**config.mk**
```make
export PLATFORM = sky130hd
export DESIGN_NAME = core_mem_arbiter
export DESIGN_NICKNAME = d
export VERILOG_FILES = /design/src/rtl/core_mem_arbiter.sv
export SDC_FILE = /design/constraint.sdc
export NUM_CORES = 1
export LEC_CHECK = 0
export BUFFER_PORTS_ARGS = -buffer_cell sky130_fd_sc_hd__buf_4
export CAP_MARGIN = 20
export CORE_MARGIN = 2
export CORE_UTILIZATION = 52
export DETAILED_ROUTE_END_ITERATION = 6
export GPL_TIMING_DRIVEN = 0
export HOLD_SLACK_MARGIN = 0.05
export PLACE_DENSITY = 0.86
export SLEW_MARGIN = 15
export SYNTH_ARGS = -nofsm -noshare
export SYNTH_HDL_FRONTEND = slang
export SYNTH_SLANG_ARGS = --single-unit
```
**constraint.sdc**
```tcl
create_clock -name clk -period 2.9 [get_ports clk]
set_input_delay 0.435 -clock clk [delete_from_list [all_inputs] [get_ports clk]]
set_output_delay 0.435 -clock clk [all_outputs]
set_load 0.03 [all_outputs]
```
**src/rtl/core_mem_arbiter.sv**
```systemverilog
// Round-robin arbiter joining instruction-fetch and load/store requests
// onto one main-memory port, with a response timeout.
module core_mem_arbiter #(
    parameter int ADDR_WIDTH     = 32,
    parameter int DATA_WIDTH     = 32,
    parameter int TIMEOUT_CYCLES = 1024
) (
    input  logic                  clk,
    input  logic                  reset,
    input  logic                  instr_req,
    input  logic [ADDR_WIDTH-1:0] instr_addr,
    output logic                  instr_rsp,
    output logic [DATA_WIDTH-1:0] instr_rdata,
    output logic                  instr_err,
    input  logic                  data_req,
    input  logic                  data_we,
    input  logic [ADDR_WIDTH-1:0] data_addr,
    input  logic [DATA_WIDTH-1:0] data_wdata,
    output logic                  data_rsp,
    output logic [DATA_WIDTH-1:0] data_rdata,
    output logic                  data_err,
    output logic                  mem_read,
    output logic                  mem_write,
    output logic [ADDR_WIDTH-1:0] mem_address,
    output logic [DATA_WIDTH-1:0] mem_write_data,
    input  logic                  mem_response,
    input  logic [DATA_WIDTH-1:0] mem_read_data
);

    typedef enum logic [1:0] {
        IDLE,
        ISSUE,
        RESP
    } state_t;

    localparam bit          TO_EN   = (TIMEOUT_CYCLES != 0);
    localparam logic [15:0] TO_LAST = 16'(TIMEOUT_CYCLES - 1);

    state_t state_q, state_d;

    // owner/last_grant: 1 = data side, 0 = instruction side
    logic        owner_q, owner_d;
    logic        we_q, we_d;
    logic        last_q, last_d;
    logic [15:0] cnt_q, cnt_d;

    logic                  mem_read_d, mem_write_d;
    logic [ADDR_WIDTH-1:0] addr_d;
    logic [DATA_WIDTH-1:0] wdata_d;
    logic                  instr_rsp_d, data_rsp_d;
    logic [DATA_WIDTH-1:0] instr_rdata_d, data_rdata_d;
    logic                  instr_err_d, data_err_d;
    logic [DATA_WIDTH-1:0] rsp_rdata;
    logic                  rsp_err;

    logic win_data;
    logic rd_txn;
    logic timeout;

    assign win_data = data_req & (~instr_req | ~last_q);
    assign rd_txn   = ~owner_q | ~we_q;
    assign timeout  = TO_EN && (cnt_q == TO_LAST);

    always_comb begin
        state_d       = state_q;
        owner_d       = owner_q;
        we_d          = we_q;
        last_d        = last_q;
        cnt_d         = cnt_q;
        mem_read_d    = mem_read;
        mem_write_d   = mem_write;
        addr_d        = mem_address;
        wdata_d       = mem_write_data;
        instr_rsp_d   = 1'b0;
        data_rsp_d    = 1'b0;
        instr_rdata_d = instr_rdata;
        instr_err_d   = instr_err;
        data_rdata_d  = data_rdata;
        data_err_d    = data_err;
        rsp_rdata     = '0;
        rsp_err       = 1'b0;

        unique case (state_q)
            IDLE: begin
                if (instr_req || data_req) begin
                    state_d = ISSUE;
                    owner_d = win_data;
                    cnt_d   = '0;
                    if (win_data) begin
                        we_d        = data_we;
                        addr_d      = data_addr;
                        wdata_d     = data_wdata;
                        mem_read_d  = ~data_we;
                        mem_write_d = data_we;
                    end else begin
                        we_d        = 1'b0;
                        addr_d      = instr_addr;
                        wdata_d     = '0;
                        mem_read_d  = 1'b1;
                        mem_write_d = 1'b0;
                    end
                end
            end
            ISSUE: begin
                cnt_d = cnt_q + 16'd1;
                // a response on the last timeout cycle still counts as success
                if (mem_response || timeout) begin
                    state_d     = RESP;
                    mem_read_d  = 1'b0;
                    mem_write_d = 1'b0;
                    rsp_err     = ~mem_response;
                    if (mem_response && rd_txn) begin
                        rsp_rdata = mem_read_data;
                    end
                    if (owner_q) begin
                        data_rsp_d   = 1'b1;
                        data_rdata_d = rsp_rdata;
                        data_err_d   = rsp_err;
                    end else begin
                        instr_rsp_d   = 1'b1;
                        instr_rdata_d = rsp_rdata;
                        instr_err_d   = rsp_err;
                    end
                end
            end
            RESP: begin
                last_d  = owner_q;
                state_d = IDLE;
            end
            default: begin
                state_d = IDLE;
            end
        endcase
    end

    always_ff @(posedge clk or negedge reset) begin
        if (!reset) begin
            state_q        <= IDLE;
            owner_q        <= 1'b0;
            we_q           <= 1'b0;
            last_q         <= 1'b1;
            cnt_q          <= '0;
            mem_read       <= 1'b0;
            mem_write      <= 1'b0;
            mem_address    <= '0;
            mem_write_data <= '0;
            instr_rsp      <= 1'b0;
            instr_rdata    <= '0;
            instr_err      <= 1'b0;
            data_rsp       <= 1'b0;
            data_rdata     <= '0;
            data_err       <= 1'b0;
        end else begin
            state_q        <= state_d;
            owner_q        <= owner_d;
            we_q           <= we_d;
            last_q         <= last_d;
            cnt_q          <= cnt_d;
            mem_read       <= mem_read_d;
            mem_write      <= mem_write_d;
            mem_address    <= addr_d;
            mem_write_data <= wdata_d;
            instr_rsp      <= instr_rsp_d;
            instr_rdata    <= instr_rdata_d;
            instr_err      <= instr_err_d;
            data_rsp       <= data_rsp_d;
            data_rdata     <= data_rdata_d;
            data_err       <= data_err_d;
        end
    end

endmodule
```
# Word-level counts from Yosys, hierarchy flattened
# Index checks and enable logic that the tools add are counted.
[classes] add_sub_neg=1 eq_ne=5 muxes=21 n_bitwise=9 reduce_logical=11
[op_table] cell="two-way mux 32 bit" count=3
[op_table] cell="one-hot mux 16 bit (2 select lines)" count=1
[op_table] cell="adder 16 x 1 -> 16 bit, second input constant" count=1
[op_table] cell="== test 16 x 10 -> 1 bit, second input constant" count=1
[op_table] cell="two-way mux 16 bit" count=1
[op_table] cell="two-way mux 1 bit" count=11
[op_table] cell="AND reduction 3 bit" count=3
[op_table] cell="inverter 1 bit" count=6
[op_table] cell="AND reduction 2 bit" count=3
[op_table] cell="two-way mux 2 bit" count=2
[op_table] cell="inequality test 2 bit, second input constant" count=2
[op_table] cell="one-hot mux 1 bit (2 select lines)" count=2
[op_table] cell="one-hot mux 2 bit (2 select lines)" count=1
[op_table] cell="== test 2 x 1 -> 1 bit, second input constant" count=1
[op_table] cell="== test 2 bit, second input constant" count=1
[op_table] cell="zero test 2 bit" count=1
[op_table] cell="logical OR 1 bit" count=2
[op_table] cell="bitwise OR 1 bit" count=2
[op_table] cell="nonzero test 2 bit" count=1
[op_table] cell="bitwise AND 1 bit" count=1
[op_table] cell="logical AND 1 bit" count=1
[word_totals] ff_bits=155 input_bits=134 output_inout_bits=134 elab_cells=62

# Logic depth before layout (Yosys ltp)
[logic_depth] ltp_word=6 depth_mapped=8 mapped_depth_nobuf=5

# Least setup slack after synthesis
# Ideal clock, no wire load.
[synth_timing] path_kind="register to register" startpoint="reg cnt_q[0]" endpoint="reg data_rdata[13]" setup_time_ns=0.122 arrival_time_ns=1.771 required_time_ns=2.778 setup_slack_ns=1.007 stages_incl_launch_ff=9 path_buffers=3 period_less_slack_ns=1.893 cell_sequence="dfrtp_1 > ha_1 > and3_1 > buf_6 > nand3_4 > or3_1 > buf_6 > buf_8 > a32o_1"
[synth_between] elab_chain_cells=3
[synth_rtl] item="from (decl)" line="45" source="logic [15:0] cnt_q, cnt_d;"
[synth_rtl] item="from (signal assigned)" line="158" source="cnt_q <= cnt_d;"
[synth_rtl] item="== test 16 x 10 -> 1 bit" line="62" source="assign timeout = TO_EN && (cnt_q == TO_LAST);"
[synth_rtl] item="logical OR 1 bit" line="107" source="if (mem_response || timeout) begin"
[synth_rtl] item="AND reduction 3 bit (no line)"
[synth_rtl] item="to (signal assigned)" line="167" source="data_rdata <= data_rdata_d;"
[synth_rtl] item="to (decl)" line="20" source="output logic [DATA_WIDTH-1:0] data_rdata,"
# No other way between the ends.
# A chain may end at the register's enable or synchronous reset.

# Final worst setup path
[layout_timing] startpoint="reg state_q[0]" endpoint="reg mem_read"
[layout_between] elab_chain_cells=3 word_cells_on_any_way=7 cone_classes="eq/ne: 3; mux: 1; reduce/logical: 3"
[layout_rtl] item="from (decl)" line="39" source="state_t state_q, state_d;"
[layout_rtl] item="from (signal assigned)" line="154" source="state_q <= state_d;"
[layout_rtl] item="== test 2 x 1 -> 1 bit / zero test 2 bit (equally long branches)" line="83" source="unique case (state_q)"
[layout_rtl] item="inequality test 2 bit (no line) / nonzero test 2 bit (equally long branches)"
[layout_rtl] item="AND reduction 3 bit (no line)"
[layout_rtl] item="to (signal assigned)" line="159" source="mem_read <= mem_read_d;"
[layout_rtl] item="to (decl)" line="22" source="output logic mem_read,"
# Several ways; a longest one is shown, not always the timed one.

==> metrics <==
Mapped Area 6360 um2; critical path launch point type register; DRT Pass-1 Iters 7; setup_tns 0 ns; die footprint 13,100 um2; Ports approximately 270; Die Height 115 um; critical-path cell list clkbuf_2 -> nor2_1 -> o21ai_1 -> clkbuf_1 -> clkbuf_1 -> o2111ai_1 -> nand3_1; FILL cells 783; vias in the first global route 5,959; CTS tree yes; Post-Syn Nets 703; fmax 461 MHz; HPWL Detailed 13,600 um; Worst Path Required 3.24 ns; Worst Hold Path EP mem_write_data[4]$_DFFE_PN0P_; Buffers & Inverters on Critical Path 3; Synth Flop Type dfrtp_1; reg-to-reg endpoint mem_read$_DFFE_PN0P_; synthesized area per cell 11.2 um2; # setup viols final 0; top post-synthesis cells by area dfrtp_1 (61%), nand2_1 (6.7%), o21ai_0 (6.3%), mux2i_1 (5.7%), a32o_1 (5.0%); ys async rst share 100%; CP max-delay cell clkbuf_1; Final Critical Period ~2.2 ns; IO Port Bufs 267; P_int 6310 uW; Vias 5,736; core outline area approximately 12,000 um2; vias per cell between 5 and 6; pin count of the biggest net entering global routing 83; Worst Skew around 0.0090 ns; share of power burned in registers 33.1%; CP max FO 10; DRC viols 0; Yosys reg bits approximately 160; area grow syn2layout 45.1%; cell accounting for the most synthesized area dfrtp_1; sequential-to-total area share from yosys stat 61.0%; fin crit share roughly three quarters; Max Buffers Root-to-Sink 2; Sw Pwr 4500 uW; RSZ-0062 raised after global routing no; Antenna Violating Nets Remaining 0; routed len/inst 17.8 um; final worst setup slack 0.731 ns; Synth top area share between 60% and 70%; status complete, no violations; Top delay family on crit path buffers and inverters; cts bufs inserted 17; FF-to-FF setup slack 0.73 ns; clk sink count 155; logic gate share of total power a little under half; P_leak 0.00457 uW; CP arrival 2.51 ns; htree depth 4; Hold Path Stages 2; Pwr Density 1170 nW/um2; Root Driver clkbuf_16; most common cell in the netlist dfrtp_1; Worst Max-Slew Pin Slew 0.695 ns; Reg2Reg Depth 7; Antenna Cells 0; CP dominant cell by count clkbuf_1; Post-CTS Setup Bufs 0; max-cap viol count 0; Synth warnings 0; Layout Nets ~1,000; slew margin rel. between 50% and 60%; final hold violation count 0; total power draw 10,800 uW; HP Class input pin to register; CTS clock-pin slew for the worst setup and hold paths 0.06 ns; drt first-iter violations 441; synth cell count leaders dfrtp_1 (154), nand2_1 (114), o21ai_0 (80); initial antenna violation count 0; Die Wd 115 um; clock network fraction of total power 21.9%; RD Place Congestion 0.900; final WL 18,100 um; CP max stage delay 0.52 ns; Worst Setup End Kind register; grt total ovfl 0; Slew Viols, Final 0; min-delay src data_wdata[4]; total track usage between 20% and 30%; VDD IR max 0.576 mV; row count 40; layout cells sized above 1 36.2%; Gate Count Post-Synth 568; clk_lat worst skew approximately 0.4 ns; Switching Fraction 41.6%; Initial Util 53.2%; Setup CP Type register to register; Post-Place Worst Slack 0.646 ns; first-pass GRT wire length a little under 30,000 um; Unique masters post-synth roughly 40; Post-synth EDFFs 0; RR Startpoint state_q[0]$_DFFE_PN0P_
-- cell families (layout without fill, tap and decap cells) --
family          count (synthesis)  after routing  share of synthesized area [%]
fa+ha+maj                       1              1                          0.197
mux                            36             36                           5.67
simple gates                  165            165                           11.5
flops                         155            155                           61.0
compound gates                163            163                           17.9
buf+inv                        48            349                           3.76
-- routing by layer --
metal	share of wire [%]	global-route usage, %
met2	51	48.6
met4	2.8	11.8
met3	7.3	5.93
met5	0	0
met1	38	34.6
-- cells in the final DEF (no fill, tap or decap), types with 2 or more instances in the layout --
| master | instances |
|---|---|
| a22o_1 | 32 |
| a31oi_1 | 4 |
| a32o_1 | 32 |
| and2_1 | 2 |
| and3_1 | 5 |
| buf_2 | 4 |
| buf_4 | 267 |
| buf_6 | 2 |
| buf_8 | 4 |
| bufinv_16 | 4 |
| clkbuf_1 | 35 |
| clkbuf_16 | 17 |
| clkinv_2 | 2 |
| clkinv_4 | 2 |
| clkinvlp_4 | 2 |
| dfrtp_1 | 154 |
| inv_1 | 3 |
| inv_6 | 3 |
| mux2i_1 | 36 |
| nand2_1 | 114 |
| nand2b_1 | 2 |
| nand3_1 | 13 |
| nand3b_1 | 2 |
| nand4_1 | 4 |
| nor2_1 | 10 |
| nor3_1 | 4 |
| nor4_1 | 2 |
| o21ai_0 | 80 |
| o31ai_1 | 7 |
-- flip-flops by register name, summed over array words and instances (netlist names) --
signal,count
we_q,1
mem_write_data,32
data_rsp,1
data_err,1
mem_address,32
instr_rdata,32
state_q,2
cnt_q,16
owner_q,1
mem_read,1
instr_err,1
last_q,1
mem_write,1
instr_rsp,1
data_rdata,32
-- per-stage QoR --
stage	cells	hold WS, ns	utilization [%]	cell area (um2)
global route	1016	0.233	77.1	9220
detailed placement	983	0.431	71.7	8580
finish	1016	0.236	77.1	9220
CTS	1016	0.229	77.1	9220
floorplan	568	0.139	-	6360
global placement	982	0.465	71.5	8550
-- worst max-delay path by stage --
stage / from / end / slack, ns / depth (start not counted)
after global placement: instr_req / mem_read$_DFFE_PN0P_ / 0.70 / 6
after global routing: state_q[0]$_DFFE_PN0P_ / cnt_q[11]$_DFFE_PN0P_ / 0.50 / 7
final: state_q[0]$_DFFE_PN0P_ / mem_read$_DFFE_PN0P_ / 0.73 / 7
after floorplan: cnt_q[0]$_DFFE_PN0P_ / data_rdata[13]$_DFFE_PN0P_ / 1.01 / 8
after detailed placement: instr_req / mem_read$_DFFE_PN0P_ / 0.65 / 6
after CTS: state_q[0]$_DFFE_PN0P_ / mem_read$_DFFE_PN0P_ / 0.72 / 7
-- repair_timing --
item / in CTS / in global routing
resized for setup: 0 / 0
hold buffers: 1 / 0
hold endpoints to repair: 73 / 0
-- worst register-to-register path, delay by kind of cell, from the launching register on --
kind                   cells  cell delay, ns
AOI/OAI and AO/OA          2            0.45
buffers and inverters      3            1.14
DFF                        1            0.33
and+or+nand+nor            2            0.19
-- power by group through the flow --
stage	Sequential (uW)	Combinational, uW	Clock [uW]
2_1_floorplan	5080	1330	0
3_3_place_gp	3540	4770	0
3_5_place_dp	3580	4900	0
4_1_cts	3570	4910	2390
5_1_grt	3660	5190	2480
6_report	3570	4870	2360
-- cell type report --
class / count / area [um2] / share of cell area [%]
flip-flops and latches: 155 / 3880 / 42.1
multi-input cells: 365 / 2240 / 24.3
repair buffers: 269 / 2050 / 22.2
clock buffers: 19 / 443 / 4.80
plain buffers: 45 / 228 / 2.47
clock inverters: 13 / 189 / 2.05
well taps: 147 / 184 / 1.99
inverters: 3 / 11.3 / 0.122
Power figures use the tool's default switching activity.
